## src/rtl/fetch_stage.sv

```systemverilog
// Instruction-fetch stage with IF/ID pipeline register for the five-stage RV32 pipeline.
// Issues one request at a time to a variable-latency instruction memory.
module fetch_stage #(
  parameter logic [31:0] RESET_PC  = 32'h0000_0000,
  parameter logic [31:0] NOP_INSTR = 32'h0000_0013
) (
  input  logic        clk,
  input  logic        reset,
  output logic        imem_req,
  output logic [31:0] imem_addr,
  input  logic        imem_ready,
  input  logic [31:0] imem_rdata,
  input  logic        StallD,
  input  logic        FlushD,
  input  logic        PCSrcE,
  input  logic [31:0] PCTargetE,
  output logic [31:0] InstrD,
  output logic [31:0] PCD,
  output logic [31:0] PCPlus4D,
  output logic        ValidD
);

  typedef enum logic [1:0] {IDLE, FETCH, HOLD} state_t;
  typedef enum logic [1:0] {IFID_HOLD, IFID_BUBBLE, IFID_FETCH, IFID_BUF} ifid_sel_t;

  state_t      state_reg, state_next;
  ifid_sel_t   ifid_sel;

  logic [31:0] pcf_reg, pcf_next;
  logic        redir_pend_reg, redir_pend_next;
  logic [31:0] redir_pc_reg, redir_pc_next;
  logic [31:0] buf_instr_reg, buf_instr_next;
  logic [31:0] buf_pc_reg, buf_pc_next;

  logic [31:0] instr_d_reg, instr_d_next;
  logic [31:0] pc_d_reg, pc_d_next;
  logic [31:0] pc_plus4_d_reg, pc_plus4_d_next;
  logic        valid_d_reg, valid_d_next;

  logic [31:0] target_e;
  logic [31:0] pcf_plus4;
  logic [31:0] buf_pc_plus4;
  logic        keep_d;

  assign target_e     = PCTargetE & ~32'd3;
  assign pcf_plus4    = pcf_reg + 32'd4;
  assign buf_pc_plus4 = buf_pc_reg + 32'd4;
  // IF/ID holds only when stalled and not flushed; otherwise it takes a bubble
  assign keep_d       = StallD & ~FlushD;

  assign imem_req  = (state_reg == FETCH);
  assign imem_addr = pcf_reg;

  assign InstrD   = instr_d_reg;
  assign PCD      = pc_d_reg;
  assign PCPlus4D = pc_plus4_d_reg;
  assign ValidD   = valid_d_reg;

  always_ff @(posedge clk or negedge reset) begin
    if (!reset) begin
      state_reg      <= IDLE;
      pcf_reg        <= RESET_PC;
      redir_pend_reg <= 1'b0;
      redir_pc_reg   <= 32'd0;
      buf_instr_reg  <= 32'd0;
      buf_pc_reg     <= 32'd0;
      instr_d_reg    <= NOP_INSTR;
      pc_d_reg       <= 32'd0;
      pc_plus4_d_reg <= 32'd0;
      valid_d_reg    <= 1'b0;
    end else begin
      state_reg      <= state_next;
      pcf_reg        <= pcf_next;
      redir_pend_reg <= redir_pend_next;
      redir_pc_reg   <= redir_pc_next;
      buf_instr_reg  <= buf_instr_next;
      buf_pc_reg     <= buf_pc_next;
      instr_d_reg    <= instr_d_next;
      pc_d_reg       <= pc_d_next;
      pc_plus4_d_reg <= pc_plus4_d_next;
      valid_d_reg    <= valid_d_next;
    end
  end

  always_comb begin
    state_next      = state_reg;
    pcf_next        = pcf_reg;
    redir_pend_next = redir_pend_reg;
    redir_pc_next   = redir_pc_reg;
    buf_instr_next  = buf_instr_reg;
    buf_pc_next     = buf_pc_reg;
    ifid_sel        = keep_d ? IFID_HOLD : IFID_BUBBLE;

    unique case (state_reg)
      IDLE: begin
        state_next = FETCH;
      end

      FETCH: begin
        if (!imem_ready) begin
          // Address must stay put while the request is outstanding, so park the redirect
          if (PCSrcE) begin
            redir_pend_next = 1'b1;
            redir_pc_next   = target_e;
          end
        end else if (PCSrcE || redir_pend_reg) begin
          pcf_next        = PCSrcE ? target_e : redir_pc_reg;
          redir_pend_next = 1'b0;
        end else if (FlushD) begin
          // Response discarded; the same PC is fetched again
          pcf_next = pcf_reg;
        end else if (!StallD) begin
          ifid_sel = IFID_FETCH;
          pcf_next = pcf_plus4;
        end else begin
          buf_instr_next = imem_rdata;
          buf_pc_next    = pcf_reg;
          pcf_next       = pcf_plus4;
          state_next     = HOLD;
        end
      end

      HOLD: begin
        if (PCSrcE) begin
          pcf_next       = target_e;
          buf_instr_next = 32'd0;
          buf_pc_next    = 32'd0;
          state_next     = FETCH;
        end else if (FlushD) begin
          pcf_next       = buf_pc_reg;
          buf_instr_next = 32'd0;
          buf_pc_next    = 32'd0;
          state_next     = FETCH;
        end else if (!StallD) begin
          ifid_sel   = IFID_BUF;
          state_next = FETCH;
        end
      end

      default: begin
        state_next = IDLE;
      end
    endcase
  end

  always_comb begin
    instr_d_next    = instr_d_reg;
    pc_d_next       = pc_d_reg;
    pc_plus4_d_next = pc_plus4_d_reg;
    valid_d_next    = valid_d_reg;

    unique case (ifid_sel)
      IFID_BUBBLE: begin
        instr_d_next = NOP_INSTR;
        valid_d_next = 1'b0;
      end
      IFID_FETCH: begin
        instr_d_next    = imem_rdata;
        pc_d_next       = pcf_reg;
        pc_plus4_d_next = pcf_plus4;
        valid_d_next    = 1'b1;
      end
      IFID_BUF: begin
        instr_d_next    = buf_instr_reg;
        pc_d_next       = buf_pc_reg;
        pc_plus4_d_next = buf_pc_plus4;
        valid_d_next    = 1'b1;
      end
      default: begin
        instr_d_next = instr_d_reg;
      end
    endcase
  end

endmodule

```

## config.mk

```make
export PLATFORM = sky130hd
export DESIGN_NAME = fetch_stage
export DESIGN_NICKNAME = d
export VERILOG_FILES = /design/src/rtl/fetch_stage.sv
export SDC_FILE = /design/constraint.sdc
export NUM_CORES = 1
export LEC_CHECK = 0
export ABC_AREA = 1
export CORE_MARGIN = 2
export CORE_UTILIZATION = 30
export DETAILED_ROUTE_END_ITERATION = 10
export GPL_ROUTABILITY_DRIVEN = 1
export PLACE_DENSITY = 0.54
export SYNTH_ARGS = -nofsm -noshare
export SYNTH_HDL_FRONTEND = slang
export SYNTH_SLANG_ARGS = --single-unit
```

## constraint.sdc

```tcl
create_clock -name clk -period 2.05 [get_ports clk]
set_input_delay 0.3075 -clock clk [delete_from_list [all_inputs] [get_ports clk]]
set_output_delay 0.3075 -clock clk [all_outputs]
set_load 0.02 [all_outputs]
```

==> results of run 1 <==
[cells in the final DEF, fill, tap and decap left out, drive strengths merged, types with 4 or more instances in the layout]
| master | instances |
|---|---|
| a21oi | 49 |
| a22oi | 8 |
| o221ai | 27 |
| a21boi | 11 |
| ha | 6 |
| o21ai | 118 |
| a211oi | 4 |
| clkbuf | 43 |
| xor2 | 33 |
| dfrtp | 223 |
| nor2 | 123 |
| dlygate4sd2 | 8 |
| nand3 | 108 |
| nor3 | 20 |
| nand4 | 6 |
| a221oi | 6 |
| o22ai | 13 |
| nand2 | 491 |
| dlymetal6s2s | 5 |
| o211ai | 43 |
| clkdlybuf4s50 | 182 |
| clkinv | 6 |
| inv | 139 |
| buf | 166 |
[how the worst min path moves through the flow]
stage / start / endpoint / slack, ns / cells after the start
after floorplan: reset / InstrD[10] / 0.01 / 0
after global placement: reset / InstrD[28] / 0.26 / 1
after detailed placement: reset / buf_instr_reg[28] / 0.27 / 1
after CTS: reset / buf_instr_reg[28] / 0.29 / 2
after global routing: reset / buf_instr_reg[20] / 0.31 / 2
final: reset / buf_instr_reg[28] / 0.29 / 2
[cell families after synthesis]
logic type	Yosys count	share of synthesized area (%)
buffers and inverters	216	7.757
xor gates and xnor gates	34	2.508
and+or+nand+nor	748	25.38
AOI/OAI and AO/OA	285	16.05
DFF	226	47.67
adders and majority gates	6	0.6324
[final cells by class]
type / instances / area, um^2 / area share, %
Sequential cell: 226 / 5668 / 33.82
Multi-Input combinational cell: 1073 / 5421 / 32.35
Timing Repair Buffer: 366 / 3623 / 21.62
Clock buffer: 40 / 764.5 / 4.561
Tap cell: 518 / 648.1 / 3.867
Inverter: 139 / 523.0 / 3.120
Clock inverter: 10 / 112.6 / 0.6718
[where the power goes]
part           leakage [nW]  internal (mW)  switching (mW)  total, mW
sequential             2.86           6.42            1.45       7.87
combinational          4.48           6.02            8.53       14.6
clock                 0.425           2.83            1.96       4.80
total                  7.76           15.3            11.9       27.2
[worst register-to-register path, stage by stage (launching register included)]
cell and delay [ns]:
dfrtp_2 0.39, inv_2 0.07, ha_4 0.27, inv_1 0.04
nor2_1 0.09, nand3_1 0.13, nand2_4 0.17, buf_12 0.12
inv_2 0.04, nor2_4 0.23, clkbuf_16 0.24, nand2_2 0.06
o211ai_2 0.06
[timing repair]
action	4_1_cts	5_1_grt
gates resized for setup	21	33
endpoints found under the setup margin	92	169
pin swaps	1	8
endpoints found under the hold margin	41	0
buffers inserted	2	2
cloned	0	4
hold buffers	1	0
[metal layers]
layer / part of all wire (%) / GRT usage (%) / up-vias
met4: 2.2 / 4.953 / 0
li1: - / - / 5604
met3: 6.1 / 2.424 / 62
met2: 45 / 35.13 / 390
met5: 0 / 0 / -
met1: 47 / 32.11 / 5715
==> summary.md, run 1 <==
| Metric | Value |
|---|---|
| Status | complete, no violations |
| Worst setup path end | imem_req |
| Worst-path clk slew | around 0.060 ns |
| Leakage | around 7.8 nW |
| Max Cap Viol | 0 |
| Cts bufs inserted | 27 |
| Final Critical Period | 2.024 ns |
| Endpoint class of the critical path | primary output |
| Syn avg cell area | approximately 8 um^2 |
| Vias in the first global route | around 12000 |
| Die Ht | 202.9 um |
| Setup slack after layout | between 0.02 and 0.03 ns |
| Clock Latency Late Sink | around 0.55 ns |
| Root buf cell | clkbuf_16 |
| Final Cell Area | between 0.015 and 0.02 mm^2 |
| Final Net Count | between 1500 and 2000 |
| RSZ-0062 raised after global routing | true |
| Worst EP required | 1.74 ns |
| Asr flop ratio synth | 100.0% |
| Die Width | around 200 um |
| Cell count after placement | 2314 |
| Share of layout cells above drive strength 1 | 15.64% |
| Yosys cell types | 40 |
| R2r endpoint | InstrD[7] |
| Layout Skew | between 0.015 and 0.02 ns |
| Most frequent cell after synthesis | nand2_1 |
| DRT Pass-1 Iters | 7 |
| Vias/cell | approximately 5 |
| Crit path max fanout | 7 |
| Synth top area cells | dfrtp_1 47%, nand2_1 15%, o21ai_0 4.8% |
| CP Launch Point | state_reg[0] |
| Cells along the critical path | buf_4 > ha_4 > buf_4 > clkdlybuf4s15_1 |
| IO Count | 200 |
| Global placer's final weighted congestion | slightly above 0.9 |
| R2R Setup Slk | ~0.07 ns |
| Die ar. | approximately 0.041 mm^2 |
| Worst reg-to-reg path cell count | 12 |
| Worst vdd ir | between 0.7 and 0.8 mV |
| Worst hold slack | between 0.2 and 0.3 ns |
| Syn nets | 1591 |
| Register bit total from synthesis | 226 |
| Post-synth EDFFs | 0 |
| CTS tree | done |
| Worst Tran Pin Value | between 0.4 and 0.5 ns |
| F_max | slightly below 0.5 GHz |
| FILL cells | a little under 4000 |
| Crit path largest cell delay | 0.43 ns |
| Yosys top cell area share | a little under half |
| Antenna-violating nets left | 0 |
| Max clock buf depth | 3 |
| Post-synth top flop | dfrtp_1 |
| Util after Layout | 43.17% |
| Seq/Total Area, Yosys | a little under half |
| Netlist Area Pre-Place | roughly 0.012 mm^2 |
| Most common cell on crit path | buf_4 |
| Mapped Cells | around 1500 |
| Initial DRC Count | between 900 and 1000 |
| Via count | 11771 |
| Relative slew slack | 68.09% |
| Ant diodes | 0 |
| Crit path buf inv count | 3 |
| Post-Place Worst Slack | -0.1693 ns |
| Antenna violations before repair | 0 |
| Yosys top cell by area | dfrtp_1 |
| WL/cell | roughly 19 um |
| Synth cell count leaders | 488 x nand2_1, 223 x dfrtp_1, 134 x inv_1 |
| Slowest cell on crit path | dfrtp_2 |
| Site Rows | between 70 and 80 |
| Port buffer count | between 150 and 200 |
| Setup-failing EPs final | 0 |
| Arrival time at the worst endpoint | 1.72 ns |
| Detailed Route WL | approximately 46 mm |
| Setup_tns | 0 ns |
| CP delay by family, top | buffers and inverters |
| Grt total ovfl | 0 |
| Crit Path Category | reg2out |
| Fin. Hold Viols | 0 |
| Final Cycle Share | a little over nine tenths |
| Area grow syn2layout | 41.19% |
| Htree depth | 1 |
| Global-route wire length before repair | 70.26 mm |
| CP Launch Type | flip-flop |
| PD cells | 1624 mW/mm^2 |
| Overall Power | between 20 and 30 mW |
| Synth Warn # | 0 |
| Largest net degree at the start of global routing | 54 |
| CTS sink cnt | 226 |
| DRC Markers | 0 |
| Hold WC Path Type | in2async |
| GRT Resource Usage Total | approximately 22% |
| Initial Util | a little over 30% |
| Critical path depth | 4 |
| Dpl cell area | 0.01563 mm^2 |
| Dpl hpwl | roughly 35 mm |
| Cell Count, Final, Fillers Out | about 2400 |
| Core area | roughly 0.039 mm^2 |
| Reg2Reg Launch Point | state_reg[0] |
| Slew Viols, Final | 0 |
Note: power is estimated with default switching activity, not from simulation.
==> run 2, diff against run 1 <==
--- a/config.mk
+++ b/config.mk
@@ -7,10 +7,10 @@
 export LEC_CHECK = 0
 export ABC_AREA = 1
 export CORE_MARGIN = 2
-export CORE_UTILIZATION = 30
+export CORE_UTILIZATION = 48
 export DETAILED_ROUTE_END_ITERATION = 10
 export GPL_ROUTABILITY_DRIVEN = 1
-export PLACE_DENSITY = 0.54
+export PLACE_DENSITY = 0.77
 export SYNTH_ARGS = -nofsm -noshare
 export SYNTH_HDL_FRONTEND = slang
 export SYNTH_SLANG_ARGS = --single-unit
==> constraint.sdc (replaced) <==
create_clock -name clk -period 2.4 [get_ports clk]
set_input_delay 0.36 -clock clk [delete_from_list [all_inputs] [get_ports clk]]
set_output_delay 0.36 -clock clk [all_outputs]
set_load 0.02 [all_outputs]
==> summary.md, run 2 (synthesized netlist as in run 1, its figures left out) <==
| Metric | Value |
|---|---|
| Status | complete, no violations |
| Cells along the critical path | inv_1 > ha_2 > clkdlybuf4s50_1 |
| Dpl hpwl | just under 30 mm |
| Most common cell after layout, fill and taps aside | nand2_1 |
| Ant diodes | 0 |
| Final Cell Area | roughly 0.015 mm^2 |
| Slew Viols, Final | 0 |
| CP Launch Type | flip-flop |
| Die Width | around 160 um |
| R2r endpoint | InstrD[9] |
| CTS tree | done |
| Global placer's final weighted congestion | 0.9404 |
| Largest net degree at the start of global routing | 75 |
| Met3 wire length | 3.698 mm |
| Global-route wire length before repair | 62.77 mm |
| Most frequent cells in the layout | 488 x nand2_1, 223 x dfrtp_1, 196 x clkdlybuf4s50_1 |
| Top Layer Used | met4 |
| Leakage | between 7 and 8 nW |
| GRT Resource Usage Total | around 31% |
| Via count | between 10000 and 15000 |
| DRC Markers | 0 |
| Dpl cell area | about 0.015 mm^2 |
| Endpoint class of the critical path | primary output |
| DRT Pass-1 Iters | 5 |
| Fin. Hold Viols | 0 |
| Detailed Route WL | about 40 mm |
| Crit path buf inv count | 2 |
| RSZ-0062 raised after global routing | false |
| Final Critical Period | 2.305 ns |
| Root buf cell | clkbuf_16 |
| Metal2 WL | between 15 and 20 mm |
| Antenna-violating nets left | 0 |
| Initial DRC Count | approximately 1500 |
| Max clock buf depth | 3 |
| F_max | about 0.43 GHz |
| Site Rows | between 50 and 60 |
| Worst-path clk slew | 0.06 ns |
| Vias/cell | ~5.6 |
| Relative slew slack | a little under three fifths |
| Setup-failing EPs final | 0 |
| Final Net Count | ~1800 |
| IO Count | 200 |
| Reg2Reg Launch Point | state_reg[1] |
| Setup_tns | 0 ns |
| R2R Setup Slk | roughly 0.16 ns |
| Initial Util | about half |
| WL/cell | between 15 and 20 um |
| Hold WC Path Type | in2async |
| Htree depth | 1 |
| Worst vdd ir | between 0.8 and 0.9 mV |
| Antenna violations before repair | 1 |
| Core area | 0.02432 mm^2 |
| Worst reg-to-reg path cell count | 11 |
| Layout Skew | between 0.02 and 0.025 ns |
| Area grow syn2layout | 30.29% |
| Cts bufs inserted | 25 |
| Vias in the first global route | between 10000 and 15000 |
| M1 wire length | around 17 mm |
| Crit Path Category | reg2out |
| Crit path largest cell delay | 0.63 ns |
| Die ar. | 0.02601 mm^2 |
| Grt total ovfl | 0 |
| Arrival time at the worst endpoint | slightly below 2 ns |
| Die Ht | 161.3 um |
| PD cells | approximately 1400 mW/mm^2 |
| CP delay by family, top | buffers and inverters |
| Slowest cell on crit path | clkdlybuf4s50_1 |
| Worst hold slack | between 0.3 and 0.4 ns |
| FILL cells | around 2100 |
| Port buffer count | between 150 and 200 |
| Max Cap Viol | 0 |
| Worst EP required | a little over 2 ns |
| Share of layout cells above drive strength 1 | approximately a tenth |
| Crit path max fanout | 8 |
| Worst Tran Pin Value | between 0.6 and 0.7 ns |
| Final Cycle Share | 96.04% |
| CTS sink cnt | approximately 230 |
| Clock Latency Late Sink | 0.54 ns |
run 2: worst max-delay path by stage:
stage | from | to | slack (ns) | cells past startpoint
after CTS | state_reg[1] | imem_req | 0.007 | 3
after global routing | state_reg[1] | imem_req | 0.02 | 3
final | state_reg[1] | imem_req | 0.1 | 3
after detailed placement | PCSrcE | imem_addr[25] | -0.01 | 9
after floorplan | state_reg[1] | PCPlus4D[14] | 0.41 | 11
after global placement | PCSrcE | imem_addr[30] | 0.05 | 9
run 2: report_power, final:
group | switching, mW | total, mW | internal, mW
clock | 1.56 | 3.81 | 2.25
sequential | 1.41 | 6.88 | 5.47
combinational | 6.48 | 10.6 | 4.12
total | 9.45 | 21.3 | 11.8
run 2: per-layer routing:
layer	vias to the layer above	global-route usage [%]
met1	5571	44.25
met3	65	4.674
li1	5430	-
met4	0	8.563
met2	635	48.28
met5	-	0
run 2: stage by stage:
step	cells	utilization, %	setup slack [ns]	total power, mW
after floorplan	1515	-	0.4116	12.54
after detailed placement	2035	60.20	-0.01017	17.28
after CTS	2082	63.59	0.006800	21.19
after global routing	2082	63.60	0.02079	22.65
after global placement	2035	60.20	0.05380	17.06
final	2082	63.60	0.09510	21.29
run 2: layout make-up:
type                    count  area (um^2)  area share (%)
repair buffers            274         2758           17.83
well taps                 324        405.4           2.621
inverters                 139        523.0           3.381
clock inverters             6        62.56          0.4045
multi-input cells        1073         5308           34.31
flip-flops and latches    226         5659           36.59
clock buffers              40        752.0           4.862
run 2: worst reg2reg max path: stages (launching register included):
cell,delay (ns)
dfrtp_1,0.41
inv_1,0.12
ha_2,0.27
nand2_1,0.09
o21ai_1,0.20
nand3_2,0.24
inv_2,0.13
buf_4,0.23
nor2_2,0.09
buf_12,0.17
nand2_1,0.09
o211ai_2,0.09
run 2: repair_timing:
| action | 4_1_cts | 5_1_grt |
|---|---|---|
| endpoints found under the hold margin | 66 | 0 |
| buffers inserted | 0 | 0 |
| setup endpoints to repair | 0 | 30 |
| hold buffers | 1 | 0 |
| gates resized for setup | 0 | 2 |
==> run 3, diff against run 2 <==
==> config.mk (replaced) <==
export PLATFORM = sky130hd
export DESIGN_NAME = fetch_stage
export DESIGN_NICKNAME = d
export VERILOG_FILES = /design/src/rtl/fetch_stage.sv
export SDC_FILE = /design/constraint.sdc
export NUM_CORES = 1
export LEC_CHECK = 0
export ABC_AREA = 0
export CORE_MARGIN = 2
export CORE_UTILIZATION = 39
export DETAILED_ROUTE_END_ITERATION = 10
export GPL_ROUTABILITY_DRIVEN = 1
export PLACE_DENSITY = 0.66
export SYNTH_ARGS = -nofsm -noshare
export SYNTH_HDL_FRONTEND = slang
export SYNTH_SLANG_ARGS = --single-unit
==> summary.md, run 3 <==
| Metric | Value |
|---|---|
| Status | complete, no violations |
| Mapped Cells | about 1300 |
| IO Count | 200 |
| Register bit total from synthesis | roughly 230 |
| Slowest cell on crit path | or4_1 |
| Vias in the first global route | around 11000 |
| Final Cell Area | 0.01616 mm^2 |
| Slew Viols, Final | 0 |
| Cell Count, Final, Fillers Out | approximately 1900 |
| Endpoint class of the critical path | flip-flop |
| Relative slew slack | 60.31% |
| Via count | 10951 |
| Largest net degree at the start of global routing | between 60 and 70 |
| Arrival time at the worst endpoint | roughly 2.7 ns |
| Cells along the critical path | nand4_1 > or4_1 > nor3_1 > buf_4 > xor2_1 > a221o_1 |
| Crit path buf inv count | 1 |
| Global-route wire length before repair | around 60 mm |
| Cell count after placement | about 1900 |
| Crit path largest cell delay | about 0.64 ns |
| Post-synth EDFFs | 0 |
| Most frequent cells in the layout | 223 x dfrtp_1, 204 x nand2_1, 194 x clkdlybuf4s50_1 |
| Asr flop ratio synth | 100.0% |
| Final Net Count | between 1500 and 2000 |
| Yosys cell types | 67 |
| Netlist Area Pre-Place | roughly 0.012 mm^2 |
| Post-synth top flop | dfrtp_1 |
| CTS sink cnt | between 200 and 250 |
| Grt total ovfl | 0 |
| Yosys top cell by area | dfrtp_1 |
| Syn avg cell area | ~9.3 um^2 |
| Clock Latency Late Sink | around 0.54 ns |
| Overall Power | 22.37 mW |
| Hold WC Path Type | in2async |
| Synth Warn # | 0 |
| Core area | ~0.03 mm^2 |
| Seq/Total Area, Yosys | a little under half |
| Worst hold slack | roughly 0.37 ns |
| WL/cell | between 15 and 20 um |
| Worst-path clk slew | 0.06 ns |
| Most frequent cell after synthesis | dfrtp_1 |
| Global placer's final weighted congestion | roughly 0.9 |
| Synth top area cells | dfrtp_1 46%, nand2_1 6.4%, mux2i_1 4.1% |
| Site Rows | 64 |
| Total setup buffers inserted after CTS | 0 |
| Crit Path Category | reg2reg |
| Detailed Route WL | about 39 mm |
| Dpl cell area | between 0.015 and 0.02 mm^2 |
| Initial Util | 39.48% |
| Worst Tran Pin Value | 0.5953 ns |
| Max Cap Viol | 0 |
| Antenna violations before repair | 4 |
| Yosys top cell area share | roughly 46% |
| Syn nets | between 1000 and 1500 |
| Max clock buf depth | 3 |
| DRC Markers | 0 |
| CP Launch Type | flip-flop |
| Synth cell count leaders | 223 x dfrtp_1, 204 x nand2_1, 97 x o21ai_0 |
| GRT Resource Usage Total | 23.45% |
| Vias/cell | around 5.6 |
| Worst vdd ir | roughly 0.62 mV |
| Port buffer count | 197 |
| Antenna-violating nets left | 0 |
| Fin. Hold Viols | 0 |
| Worst EP required | approximately 2.8 ns |
| Crit path max fanout | 7 |
| Die Width | 179.5 um |
| Area grow syn2layout | 34.54% |
| Die Ht | between 150 and 200 um |
| Layout Skew | between 0.01 and 0.015 ns |
| Die ar. | between 0.03 and 0.04 mm^2 |
| PD cells | 1384 mW/mm^2 |
| DRT Pass-1 Iters | 6 |
| Leakage | between 6 and 7 nW |
| Setup-failing EPs final | 0 |
| RSZ-0062 raised after global routing | true |
| Final Cycle Share | a little over nine tenths |
| Share of layout cells above drive strength 1 | roughly 15% |
| F_max | approximately 0.44 GHz |
| CTS tree | done |
| CP delay by family, top | simple AND/OR/NAND/NOR gates |
| Dpl hpwl | between 20 and 30 mm |
| Htree depth | 1 |
| Root buf cell | clkbuf_16 |
| Initial DRC Count | around 880 |
| Most common cell after layout, fill and taps aside | dfrtp_1 |
| Cts bufs inserted | 27 |
| Final Critical Period | approximately 2.3 ns |
-- run 3: cell count changes in the layout (fill, tap and decap cells not counted), moves of 25 or more --
cell and delta:
a31oi_1 +43, buf_4 +50, inv_1 -117, mux2_2 +33, mux2i_1 +49, nand2_1 -284, nand2b_1 +62, nand3_1 -84
nor2_1 -49, o211ai_2 -30, o2bb2ai_1 +36, xnor2_1 +25
-- run 3: area by class of cell --
type,instances,area [um^2]
clock inverter,11,186.4
clock buffer,38,787.0
tap,396,495.5
timing repair buffer,326,3158
fill,2768,14270
sequential,226,5659
multi-input combinational,929,5798
antenna,4,10.01
inverter,18,67.56
-- run 3: logic make-up (layout without fill, tap and decap cells) --
logic type	Yosys count	count (layout)	synth area share, %
compound gates	321	321	17.92
xor+xnor	37	37	2.698
fa+ha+maj	6	6	0.6249
buf+inv	141	393	5.062
flops	226	226	47.11
mux	82	82	7.176
other cells	0	4	0
simple gates	483	483	19.41
-- run 3: worst paths after layout --
path | start | to | slack [ns] | cells after the start
setup / recovery | imem_addr[4] | PCPlus4D[27] | 0.13 | 6
hold / removal | reset | PCPlus4D[8] | 0.37 | 2
setup reg to reg | imem_addr[4] | PCPlus4D[27] | 0.13 | 6
hold reg to reg | buf_instr_reg[0] | buf_instr_reg[0] | 0.48 | 2
max in group asynchronous | reset | buf_instr_reg[19] | 1.28 | 3
min in group clk | imem_rdata[18] | buf_instr_reg[18] | 0.42 | 3
-- run 3: per-stage QoR --
stage / setup TNS (ns) / util (%) / worst slack, ns
6_report: 0 / 53.11 / 0.1257
5_1_grt: -0.03967 / 53.08 / -0.02633
4_1_cts: 0 / 53.04 / 0.1180
3_5_place_dp: 0 / 49.81 / 0.03294
3_3_place_gp: 0 / 49.81 / 0.07263
2_1_floorplan: 0 / - / 0.07024
-- run 3: what timing repair did --
item | in CTS | in global routing
endpoints found under the setup margin | 1 | 18
hold buffers | 1 | 0
resized for setup | 1 | 3
endpoints found under the hold margin | 61 | 0
-- run 3: report_power, final --
group	total (mW)	switching, mW	internal (mW)	leakage, nW
Combinational	11.4	6.38	5.05	3.41
Sequential	6.46	1.13	5.34	2.87
Clock	4.48	1.66	2.81	0.484
Total	22.4	9.17	13.2	6.77
-- run 3: routing by layer --
metal,track usage (%),vias to the layer above,wire (um)
li1,-,5103,-
met1,32.39,5320,16930
met2,36.43,439,17580
met3,5.409,87,3115
met4,7.837,2,1160
met5,0,-,13
